[config.mk]
export PLATFORM = sky130hd
export DESIGN_NAME = factorial_bcd_converter
export DESIGN_NICKNAME = d
export VERILOG_FILES = /design/src/rtl/factorial_bcd_converter.sv
export SDC_FILE = /design/constraint.sdc
export NUM_CORES = 1
export LEC_CHECK = 0
export ABC_AREA = 1
export BUFFER_PORTS_ARGS = -buffer_cell sky130_fd_sc_hd__buf_2
export CAP_MARGIN = 10
export CELL_PAD_IN_SITES_DETAIL_PLACEMENT = 0
export CELL_PAD_IN_SITES_GLOBAL_PLACEMENT = 1
export CORE_MARGIN = 2
export CORE_UTILIZATION = 40
export DETAILED_ROUTE_END_ITERATION = 10
export PLACE_DENSITY = 0.87
export SYNTH_ARGS = -nofsm -noshare
export SYNTH_HDL_FRONTEND = slang
export SYNTH_SLANG_ARGS = --single-unit
[constraint.sdc]
create_clock -name clk -period 2.8 [get_ports clk]
set_input_delay 0.56 -clock clk [delete_from_list [all_inputs] [get_ports clk]]
set_output_delay 0.56 -clock clk [all_outputs]
set_load 0.02 [all_outputs]
[src/rtl/factorial_bcd_converter.sv]
// factorial_bcd_converter
//   Sequential binary-to-BCD converter (double dabble, one input bit per clock)
//   placed downstream of the factorial unit. Produces packed BCD digits plus a
//   count of significant digits for the display stage.
//
// Ports
//   clk          in   clock, rising-edge
//   rst          in   synchronous active-high reset
//   In_Valid     in   Binary holds a value to convert
//   In_Ready     out  converter accepts a value (IDLE)
//   Binary       in   W-bit unsigned value
//   Out_Valid    out  BCD/Digit_Count hold a finished result (DONE)
//   Out_Ready    in   downstream takes the result
//   BCD          out  4*D packed BCD, digit 0 in [3:0]
//   Digit_Count  out  significant digits, 1..D
//
// state    | meaning
// ---------+------------------------------------------------
// S_IDLE   | waiting for In_Valid, In_Ready high
// S_CONVERT| one shift-add-3 step per clock, W steps total
// S_DONE   | result presented, waiting for Out_Ready
module factorial_bcd_converter #(
  parameter int N  = 4,
  parameter int W  = 20 * N,
  parameter int D  = 25,
  parameter int CW = 5
) (
  input  logic            clk,
  input  logic            rst,
  input  logic            In_Valid,
  output logic            In_Ready,
  input  logic [W-1:0]    Binary,
  output logic            Out_Valid,
  input  logic            Out_Ready,
  output logic [4*D-1:0]  BCD,
  output logic [CW-1:0]   Digit_Count
);

  localparam int CNT_W = $clog2(W + 1);

  typedef enum logic [1:0] {S_IDLE, S_CONVERT, S_DONE} state_t;

  state_t             state_q;
  logic [W-1:0]       shift_q;
  logic [W-1:0]       shift_d;
  logic [4*D-1:0]     acc_q;
  logic [4*D-1:0]     acc_adj;
  logic [4*D-1:0]     acc_d;
  logic [CNT_W-1:0]   cnt_q;
  logic [CW-1:0]      dcnt_q;
  logic [CW-1:0]      dcnt_d;
  logic               in_ready_q;
  logic               out_valid_q;
  logic [3:0]         dig;

  // One double-dabble step: adjust every digit >= 5, then shift the
  // concatenated {accumulator, shift register} left by one bit.
  always_comb begin
    acc_adj = '0;
    dig     = '0;
    for (int k = 0; k < D; k++) begin
      dig = acc_q[4*k +: 4];
      acc_adj[4*k +: 4] = (dig >= 4'd5) ? dig + 4'd3 : dig;
    end
    acc_d   = {acc_adj[4*D-2:0], shift_q[W-1]};
    shift_d = {shift_q[W-2:0], 1'b0};
  end

  // Digit count from the final accumulator value; highest nonzero digit wins.
  always_comb begin
    dcnt_d = CW'(1);
    for (int k = 0; k < D; k++) begin
      if (acc_d[4*k +: 4] != 4'd0) dcnt_d = CW'(k + 1);
    end
  end

  always_ff @(posedge clk) begin
    if (rst) begin
      state_q     <= S_IDLE;
      shift_q     <= '0;
      acc_q       <= '0;
      cnt_q       <= '0;
      dcnt_q      <= CW'(1);
      in_ready_q  <= 1'b1;
      out_valid_q <= 1'b0;
    end else begin
      case (state_q)
        S_IDLE: begin
          if (In_Valid) begin
            shift_q    <= Binary;
            acc_q      <= '0;
            cnt_q      <= CNT_W'(W);
            in_ready_q <= 1'b0;
            state_q    <= S_CONVERT;
          end
        end
        S_CONVERT: begin
          acc_q   <= acc_d;
          shift_q <= shift_d;
          cnt_q   <= cnt_q - CNT_W'(1);
          if (cnt_q == CNT_W'(1)) begin
            dcnt_q      <= dcnt_d;
            out_valid_q <= 1'b1;
            state_q     <= S_DONE;
          end
        end
        S_DONE: begin
          if (Out_Ready) begin
            out_valid_q <= 1'b0;
            in_ready_q  <= 1'b1;
            state_q     <= S_IDLE;
          end
        end
        default: begin
          out_valid_q <= 1'b0;
          in_ready_q  <= 1'b1;
          state_q     <= S_IDLE;
        end
      endcase
    end
  end

  assign In_Ready    = in_ready_q;
  assign Out_Valid   = out_valid_q;
  assign BCD         = acc_q;
  assign Digit_Count = dcnt_q;

endmodule
### Yosys cells after proc, flatten, opt, wreduce, memory -nomap -nowiden

Cells that the tools add are included.

* logic and storage cells: 162
* output and inout port bits: 107
* flip-flop bits (word level): 196

* muxes and demuxes: 65
* magnitude comparators: 25
* equality and inequality tests: 6
* reduce and logical (&&, ||, !) cells: 31
* add/subtract/negate cells: 26
* bitwise logic cells: 2

Operator list (count)
* $pmux W100 S2: 1
* $pmux W80 S2: 1
* $mux W5: 23
* $ge A4 B3 Y1 const B: 25
* $mux W100: 1
* $add A4 B2 Y4 const B: 24
* $mux W4: 24
* $reduce_bool A4 Y1: 24
* $mux W80: 1
* $pmux W7 S2: 1
* $reduce_and A3 Y1: 3
* $mux W2: 4
* $eq A7 B1 Y1 const B: 1
* $mux W7: 1
* $sub A7 B1 Y7 const B: 1
* $ne A2 B2 Y1 const B: 3
* $pmux W1 S3: 2
* $pmux W2 S3: 1
* $mux W1: 4
* $reduce_and A2 Y1: 2
* $add A3 B2 Y3 const B: 1
* $mux W3: 1
* $eq A2 B1 Y1 const B: 1
* $eq A2 B2 Y1 const B: 1
* 3 further kinds: 4

### Depth between registers and ports, before layout

* depth in word-level cells: 27
* gate-level depth with buffers: 34
* depth with buffers taken out: 34

### Worst setup path after synthesis

OpenSTA, ideal clock, no wires.

* path type: reg2reg
* from: reg acc_q[17], in the netlist BCD[17]
* to: reg dcnt_q[0], in the netlist Digit_Count[0]
* data arrival time: 2487 ps
* cell stages (with the launch flop): 31
* data required time: 2685 ps
* clock period less this slack: 2602 ps
* path slack: 198 ps
* path buffers: 0
* cells stage by stage: dfxtp_1 -> inv_1 -> ha_1 -> a21oi_1 -> o21ai_4 -> o21ai_1 -> nand2_1 -> nor2_1 -> nand2_1 -> nand2_1 -> nand2_1 -> nand2_1 -> nand2_1 -> nand2_1 -> nand2_1 -> nand2_1 -> nand2_1 -> nand2_1 -> nand2_1 -> nand2_1 -> nand2_1 -> nand2_1 -> nand2_1 -> nand2_1 -> nand2_1 -> nand2_1 -> nand2_1 -> nand2_1 -> nand2_1 -> nand2_1 -> nand2_1

* cells in the longest elaborated chain, start to end: 24
* elaborated cells between the ends (all ways): 26

Ends and longest elaborated chain
* from (decl): RTL line 46 `logic [4*D-1:0] acc_q;`
* from (signal assigned): RTL line 81 `acc_q <= '0;`
* from (signal assigned): RTL line 91 `acc_q <= '0;`
* from (signal assigned): RTL line 98 `acc_q <= acc_d;`
* $add A4 B2 Y4 / $ge A4 B3 Y1 (equally long branches): RTL line 63 `acc_adj[4*k +: 4] = (dig >= 4'd5) ? dig + 4'd3 : dig;`
* $mux W4 (*): RTL line 63
* $reduce_bool A4 Y1: RTL line 73 `if (acc_d[4*k +: 4] != 4'd0) dcnt_d = CW'(k + 1);`
* $mux W5: RTL line 73
* $mux W5 (*) (20 in a row): RTL line 73
* to (signal assigned): RTL line 102 `dcnt_q <= dcnt_d;`
* to (decl): RTL line 50 `logic [CW-1:0] dcnt_q;`

Every way passes the cells marked *; elsewhere a longest branch is shown, timed or not.
A chain may end at the register's enable or synchronous reset.

### Worst setup path in the final report

* from: reg acc_q[12], in the netlist BCD[12]
* to: reg dcnt_q[1], in the netlist Digit_Count[1]

* cells in the longest elaborated chain, start to end: 25
* elaborated cells between the ends (all ways): 27

Ends and longest elaborated chain (RTL line)
* $add A4 B2 Y4 / $ge A4 B3 Y1 (equally long branches): 63
* $mux W4 (*): 63
* $reduce_bool A4 Y1: 73
* $mux W5: 73
* $mux W5 (*) (21 in a row): 73

Marked as above.

==> impl_metrics.json <==
{
  "outcome": "finished clean",
  "via_per_inst": 4.91,
  "reg2regPathDepth": 18,
  "drc": 0,
  "crit_arrival_ns": 3.09,
  "worst_slack_ns": 0.0561,
  "antenna_found_initial": 3,
  "n_fill_cell": 2574,
  "ys_ff_latch": 196,
  "numCtsBuffers": 17,
  "crit_fanout": 4,
  "async_flop_share_pct": 0,
  "skew_ns": 0.0129,
  "cts.path.max_buffers": 2,
  "nNetsFinal": 1828,
  "avgSynthCellArea_um2": 6.78,
  "die-area_mm2": 0.0270,
  "die-width_um": 164,
  "final_cell_mix": "520 x nand2_1, 189 x buf_2, 187 x dfxtp_1",
  "yosysSeqAreaShare_pct": 38.1,
  "setup_viol": 0,
  "syn-cell-area_mm2": 0.0103,
  "cts-root-buf": "clkbuf_16",
  "rsz0062_at_grt": "yes",
  "synth_top_flop_cell": "dfxtp_1",
  "finalMaxSlewViolations": 0,
  "holdPathStages": 3,
  "cp_common_cell": "nor2_1",
  "timing.hold.ws_ns": 0.399,
  "maxClockFrequency_mhz": 364,
  "gp_congestion": 0.795,
  "synth-edff-count": 0,
  "synth_top_cell_by_area": "dfxtp_1",
  "grt-ovfl-total": 0,
  "grt_pass1_wl_um": 42300,
  "area_growth_pct": 22.3,
  "slew-limit-headroom_pct": 45.4,
  "clkTransAtPathRegs_ns": 0.09,
  "reg2reg_slack_ns": 0.06,
  "worstHoldEndpoint": "shift_q[39]",
  "fin_crit_ns": 2.74,
  "hold_start": "Binary[39]",
  "cts_sinks": 196,
  "grt_max_degree": 176,
  "worstSetupEndpointType": "register",
  "rows": 58,
  "p_leak_nw": 5.35,
  "tritoncts": "yes",
  "slowest_stage": "nor4_1",
  "h-tree-depth": 4,
  "start_util_pct": 40.8,
  "hp-class": "in -> reg",
  "syn_nets": 1653,
  "hold_viol_final": 0,
  "netlist_top_cells_area": "dfxtp_1 38%, nand2_1 19%, a21oi_1 6.5%",
  "ys_types": 36,
  "grt_util_all_layers_pct": 18.7,
  "worstSetupPathType": "reg -> reg",
  "yosysWarningCount": 0,
  "postLayoutCoreUtil_pct": 49.8,
  "worstReg2RegEnd": "Digit_Count[1]",
  "clock_latency_ns": 0.42,
  "period_share_pct": 98.0,
  "drive_gt1_share_pct": 18.7,
  "crit_chain": "inv_1 > ha_1 > inv_1 > nand2_2 > nand3_4 > xor2_2 > nand2_1 > nor4_1 > o31ai_1 > a21oi_1 > nor2_1 > nor2_1 > nor2_1 > nor2_1 > nor2_1 > nor2_1 > o21ai_0 > a21oi_1",
  "power.total_mw": 6.31,
  "synth_top_area_share_pct": 38.1,
  "dpl_worst_slack_ns": 0.0690,
  "r2r-start": "BCD[12]",
  "ant_nets": 0,
  "crit_path_max_incr_delay_ns": 0.53,
  "vias": 9992,
  "layout_commonest_cell": "nand2_1",
  "wl_um": 26200,
  "io-pin-count": 191,
  "p_per_area_mw_per_mm2": 501,
  "coreArea_mm2": 0.0253,
  "critical_path.startpoint_type": "register",
  "io_buffers": 190,
  "initialDrtViolationCount": 532,
  "finalSetupTns_ns": 0,
  "drt_first_pass_iters": 5,
  "worstMarginPinSlew_ns": 0.820,
  "synth_cells": 1517,
  "grt_pass1_vias": 8988,
  "cts.hold.buffers_added": 0,
  "irDropWorstVdd_mv": 0.381,
  "routedWlPerCell_um": 12.9,
  "critPathRequiredTime_ns": 3.15,
  "hpwl_um": 17700,
  "die_height_um": 164,
  "maxCapViolCount": 0
}
state kept, by name, indices dropped and copies added (netlist names):
register     flops
BCD            100
shift_q         80
cnt_q            7
Digit_Count      5
state_q          2
In_Ready         1
Out_Valid        1
timing repair:
action / CTS / global route
setup endpoints to repair: 0 / 2
buffers inserted: 0 / 3
gates resized for setup: 0 / 59
kinds of logic (layout without fill, tap and decap cells):
family                   Yosys count  in the layout  synth area share, %
other                              0              1                    0
XOR/XNOR                          42             42                 3.65
adder cells (fa/ha/maj)           52             52                 6.32
flip-flops                       196            196                 38.1
buffers and inverters            224            412                 8.17
AND/OR/NAND/NOR                  700            700                 27.0
AO/OA/AOI/OAI                    303            303                 16.8
synth_stat cells (5+ instances only):
cell / number
a21oi_1: 133
a31oi_1: 93
buf_1: 7
clkbuf_1: 64
dfxtp_1: 196
ha_1: 52
inv_1: 151
nand2_1: 533
nand3_1: 36
nand4_1: 5
nor2_1: 95
nor4_1: 20
o21a_1: 16
o21ai_0: 42
o22ai_1: 5
xor2_1: 41
critical path, delay by kind of cell, from the launching register on:
| family | cells | cell delay [ns] |
|---|---|---|
| compound gates | 4 | 0.64 |
| xor+xnor | 1 | 0.15 |
| fa+ha+maj | 1 | 0.20 |
| buf+inv | 2 | 0.12 |
| flops | 1 | 0.35 |
| simple gates | 10 | 1.22 |
how the worst max path moves through the flow:
stage	startpoint	endpoint	slack [ns]	depth (start not counted)
2_1_floorplan	BCD[17]	Digit_Count[0]	0.20	30
3_3_place_gp	BCD[41]	Digit_Count[0]	0.09	25
3_5_place_dp	BCD[17]	Digit_Count[1]	0.07	17
4_1_cts	BCD[17]	Digit_Count[1]	0.04	17
5_1_grt	BCD[16]	Digit_Count[0]	-0.22	29
6_report	BCD[12]	Digit_Count[1]	0.06	18
stage by stage:
step	cells	instance area, µm²
CTS	2032	12400
detailed placement	2000	11700
global route	2035	12600
finish	2036	12600
floorplan	1517	10300
global placement	2000	11700
area by class of cell:
cell class | count | area, µm² | area share (%)
Antenna cell | 1 | 2.50 | 0.0199
Clock buffer | 17 | 425 | 3.38
Clock inverter | 15 | 205 | 1.63
Inverter | 153 | 582 | 4.62
Multi-Input combinational cell | 1097 | 5720 | 45.5
Sequential cell | 196 | 3940 | 31.3
Tap cell | 330 | 413 | 3.28
Timing Repair Buffer | 227 | 1300 | 10.3
metal layers:
metal / up-vias / track usage, % / part of all wire, %
li1: 5257 / - / -
met1: 4557 / 25.1 / 48
met2: 164 / 30.5 / 46
met3: 12 / 5.00 / 5.4
met4: 2 / 3.20 / 0.48
met5: - / 0 / 0.050
power by group:
group | leakage, nW | switching (mW) | internal [mW]
logic | 3.44 | 0.515 | 0.231
clock network | 0.306 | 1.27 | 1.31
registers | 1.60 | 0.0691 | 2.91
No activity file was read; power rests on OpenSTA's default activity.
